[src/rtl/fetch_unit.sv]
// Instruction-fetch stage: owns the PC, reads instr_mem combinationally and holds the
// fetched word in an IF/ID register with valid/ready backpressure, redirect flush and HALT.
module fetch_unit #(
   parameter int              PC_W     = 16,
   parameter int              INSTR_W  = 16,
   parameter logic [PC_W-1:0] RESET_PC = 16'h0000,
   parameter int              PC_STEP  = 2,
   parameter logic [3:0]      HALT_OPC = 4'hF
) (
   input  logic               clk,
   input  logic               rst_n,
   output logic [PC_W-1:0]    imem_addr,
   input  logic [INSTR_W-1:0] imem_data,
   input  logic               redirect_valid,
   input  logic [PC_W-1:0]    redirect_pc,
   input  logic               resume,
   output logic               if_valid,
   output logic [INSTR_W-1:0] if_instr,
   output logic [PC_W-1:0]    if_pc,
   input  logic               if_ready,
   output logic               halted,
   output logic [15:0]        fetch_count
);

   typedef enum logic {RUN, HALT} state_t;

   state_t          state;
   logic [PC_W-1:0] pc;
   logic            fire;
   logic            is_halt;

   assign imem_addr = pc;
   assign fire      = (state == RUN) && !redirect_valid && (!if_valid || if_ready);
   assign is_halt   = (imem_data[INSTR_W-1 -: 4] == HALT_OPC);

   always_ff @(posedge clk) begin
      if (!rst_n) begin
         pc          <= RESET_PC;
         if_valid    <= 1'b0;
         if_instr    <= '0;
         if_pc       <= '0;
         fetch_count <= '0;
         state       <= RUN;
         halted      <= 1'b0;
      end else if (redirect_valid) begin
         // flush: the word in IF/ID is dropped and nothing is fetched this cycle
         pc       <= {redirect_pc[PC_W-1:1], 1'b0};
         if_valid <= 1'b0;
         state    <= RUN;
         halted   <= 1'b0;
      end else begin
         if (fire) begin
            if_instr    <= imem_data;
            if_pc       <= pc;
            if_valid    <= 1'b1;
            pc          <= pc + PC_W'(PC_STEP);
            fetch_count <= fetch_count + 16'd1;
            if (is_halt) begin
               state  <= HALT;
               halted <= 1'b1;
            end
         end else if (if_valid && if_ready) begin
            if_valid <= 1'b0;
         end
         if (state == HALT && resume) begin
            state  <= RUN;
            halted <= 1'b0;
         end
      end
   end

endmodule
[config.mk]
export PLATFORM = sky130hd
export DESIGN_NAME = fetch_unit
export DESIGN_NICKNAME = d
export VERILOG_FILES = /design/src/rtl/fetch_unit.sv
export SDC_FILE = /design/constraint.sdc
export NUM_CORES = 1
export LEC_CHECK = 0
export ABC_AREA = 1
export ABC_CLOCK_PERIOD_IN_PS = 2000
export CAP_MARGIN = 30
export CORE_MARGIN = 1.5
export CORE_UTILIZATION = 44
export DETAILED_ROUTE_END_ITERATION = 8
export GPL_TIMING_DRIVEN = 0
export PLACE_DENSITY = 0.78
export SYNTH_ARGS = -nofsm -noshare
export SYNTH_HDL_FRONTEND = slang
export SYNTH_SLANG_ARGS = --single-unit
[constraint.sdc]
create_clock -name clk -period 2 [get_ports clk]
set_input_delay 0.6 -clock clk [delete_from_list [all_inputs] [get_ports clk]]
set_output_delay 0.6 -clock clk [all_outputs]
set_load 0.02 [all_outputs]
==> flow_metrics.tcl <==
set metrics [dict create \
    outcome "complete, but fails checks" \
    violations "design-rule violations" \
    place.gp.congestion 0.893 \
    p_leak_nw 1.95 \
    tightestPinTransition_ps 580 \
    ios 103 \
    async_flop_share_pct 0 \
    grt-ovfl-total 0 \
    clock_path_buffers 2 \
    drive_above_1_share_pct 6.64 \
    ys_seq_area_share_pct 42.7 \
    die_h_um 85.5 \
    crit_chain "clkdlybuf4s50_1" \
    ys_warn_count 0 \
    rsz0062_at_grt "false" \
    vias 3253 \
    irDropWorstVdd_uv 429 \
    cts_hold_buf 0 \
    hold_start "if_instr[2]" \
    r2r_start "fetch_count[0]" \
    diodes 0 \
    clock_sinks 64 \
    path_delay_family "buffers and inverters" \
    power_density_mw_per_mm2 710 \
    grt_use_total_pct 24.8 \
    drt-total-wl_um 8500 \
    multi_input_area_mm2 0.00143 \
    postCtsSetupBuffers 0 \
    hold_viol 0 \
    synth_ff_type "dfxtp_1" \
    core_area_mm2 0.00646 \
    ys_types 26 \
    worst_r2r_endpoint "fetch_count[12]" \
    holdWs_ps 486 \
    cp.arrival_ps 1360 \
    whs_path_depth 2 \
    rows 29 \
    postPlaceCellArea_mm2 0.00407 \
    dp.cells 618 \
    crit_slowest_cell "clkdlybuf4s50_1" \
    grt_max_degree 15 \
    r2r_cells 8 \
    synth_area_mm2 0.00300 \
    worstHoldEndpoint "if_instr[2]" \
    synth_edf_count 0 \
    die_x_um 85.5 \
    setup.worst_path.end_class "output pin" \
    start_util_pct 46.4 \
    nets 591 \
    drv_slew 0 \
    fin_cells 634 \
    timing.fmax_mhz 511 \
    fin_skew_ps 10.7 \
    maxCapViolCount 0 \
    viasPerCell 5.13 \
    period_share_pct 97.9 \
    num-fill-cells 601 \
    clock-root-buffer "clkbuf_8" \
    hold_class "reg2reg" \
    setup_violations 0 \
    grt_pass1_vias 3011 \
    fin_crit_ps 1960 \
    clk-insertion-delay-late_ps 360 \
    r2r_slack_ps 410 \
    cts_tree "done" \
    crit_path_max_incr_delay_ps 620 \
    syn_avg_cell_area_um2 6.77 \
    portBuffers 97 \
    cp-start-kind "register" \
    design_area_mm2 0.00424 \
    required_ps 1400 \
    drc_errors 7 \
    antenna_found_initial 0 \
    hpwl_um 6270 \
    initialDrtViolationCount 193 \
    ant_nets 0 \
    cts.htree.levels 3 \
    drt_pass1_iterations 7 \
    power_mw 3.01 \
    grt_pass1_wl_um 14300 \
    cts_buffers 9 \
    max-slew-margin-rel_pct 61.3 \
    synth-seq-cells 64 \
    seq_area_mm2 0.00128 \
    critPathMaxFanout 4 \
    utilization_pct 65.7 \
    area_growth_pct 41.5 \
    cts.clk_slew.worst_paths_ps 80 \
    path_class "reg2out" \
    syn_inst 443 \
    avgRoutedWirePerCell_um 13.4 \
    crit_buf_inv 1 \
    dieArea_mm2 0.00732 \
]
==> worst reg2reg max path, cell delays in order, from the launching register on <==
cell,delay [ps]
dfxtp_1,450
ha_1,270
nand3_1,160
nor2_4,150
nand2_2,70
nor2_4,130
nand3_1,110
nor2_1,100
nor2_1,50
==> synth_stat cells (3+ instances only) <==
master    number  area, um^2
a211oi_1       3        22.5
a21oi_1       23         115
buf_2          5        25.0
buf_4          4        30.0
buf_6          3        33.8
clkbuf_1       9        33.8
dfxtp_1       64        1280
inv_1         43         161
nand2_1       99         372
nand3_1       23         115
nand3b_1       3        22.5
nand4_1        6        37.5
nor2_1        86         323
nor2_4         3        33.8
nor3_1         9        45.0
o21ai_0       41         205
xor2_1         5        43.8
==> cells in the final DEF (no fill, tap or decap), drive strengths merged <==
cell type      netlist  final
o21ai               43     43
nor2                91     91
a22oi                1      1
clkbuf               9     18
xor2                 5      5
buf                 12     12
nand3b               3      3
clkdlybuf4s50        0     67
nand2              101    101
dlygate4sd2          0     23
inv                 44     48
conb                 1      2
nor3                10     10
a211oi               3      3
dfxtp               64     64
a31oi                2      2
a21oi               23     23
clkinvlp             0      2
clkinv               0      1
dlymetal6s2s         0      7
ha                   2      2
nand3               23     23
nand4                6      6
==> metrics by stage <==
step	setup TNS (ps)	worst slack [ps]
finish	0	41.3
global route	0	1.66
CTS	0	2.49
detailed placement	-1170	-103
global placement	-664	-75.3
floorplan	0	409
==> logic make-up (layout without fill, tap and decap cells) <==
| family | after synthesis | after routing | synth area share (%) |
|---|---|---|---|
| and+or+nand+nor | 234 | 234 | 32.8 |
| AOI/OAI and AO/OA | 72 | 72 | 12.4 |
| buffers and inverters | 65 | 178 | 9.60 |
| DFF | 64 | 64 | 42.7 |
| xor gates and xnor gates | 5 | 5 | 1.46 |
| adders and majority gates | 2 | 2 | 0.835 |
| other | 1 | 2 | 0.125 |
==> worst max path at each step <==
stage / startpoint / cells past startpoint / slack, ps / endpoint
after detailed placement: if_ready / 11 / -100 / imem_addr[11]
final: imem_addr[13] / 1 / 40 / imem_addr[13]
after global placement: if_ready / 11 / -80 / imem_addr[15]
after floorplan: redirect_valid / 10 / 410 / fetch_count[12]
after global routing: fetch_count[15] / 1 / 2 / fetch_count[15]
after CTS: fetch_count[5] / 1 / 2 / fetch_count[5]
==> metal layers <==
layer	wire (um)	up-vias	track usage [%]
li1	-	1628	-
met1	3720	1486	32.6
met2	3990	125	40.6
met3	677	14	5.68
met4	115	0	7.92
met5	0	-	0
==> registers in the layout, indices dropped and copies added (netlist names) <==
register,count
state,1
imem_addr,15
if_valid,1
fetch_count,16
if_pc,15
if_instr,16
==> final cells by class <==
cell class,instances,share of cell area [%]
Buffer,21,2.89
Clock buffer,9,2.92
Tap cell,77,2.27
Multi-Input combinational cell,315,33.8
Timing Repair Buffer,97,22.6
Sequential cell,64,30.2
Inverter,44,3.89
Clock inverter,7,1.45
==> what timing repair did <==
action / in CTS / in global routing
resized for setup: 23 / 7
endpoints found under the setup margin: 23 / 7
pin swaps: 0 / 0
==> power breakdown <==
group / leakage [nW] / internal [mW] / switching (mW)
logic: 1.33 / 0.245 / 0.294
clock network: 0.0888 / 0.472 / 0.586
registers: 0.527 / 1.35 / 0.0654
Note: power is estimated with default switching activity, not from simulation.
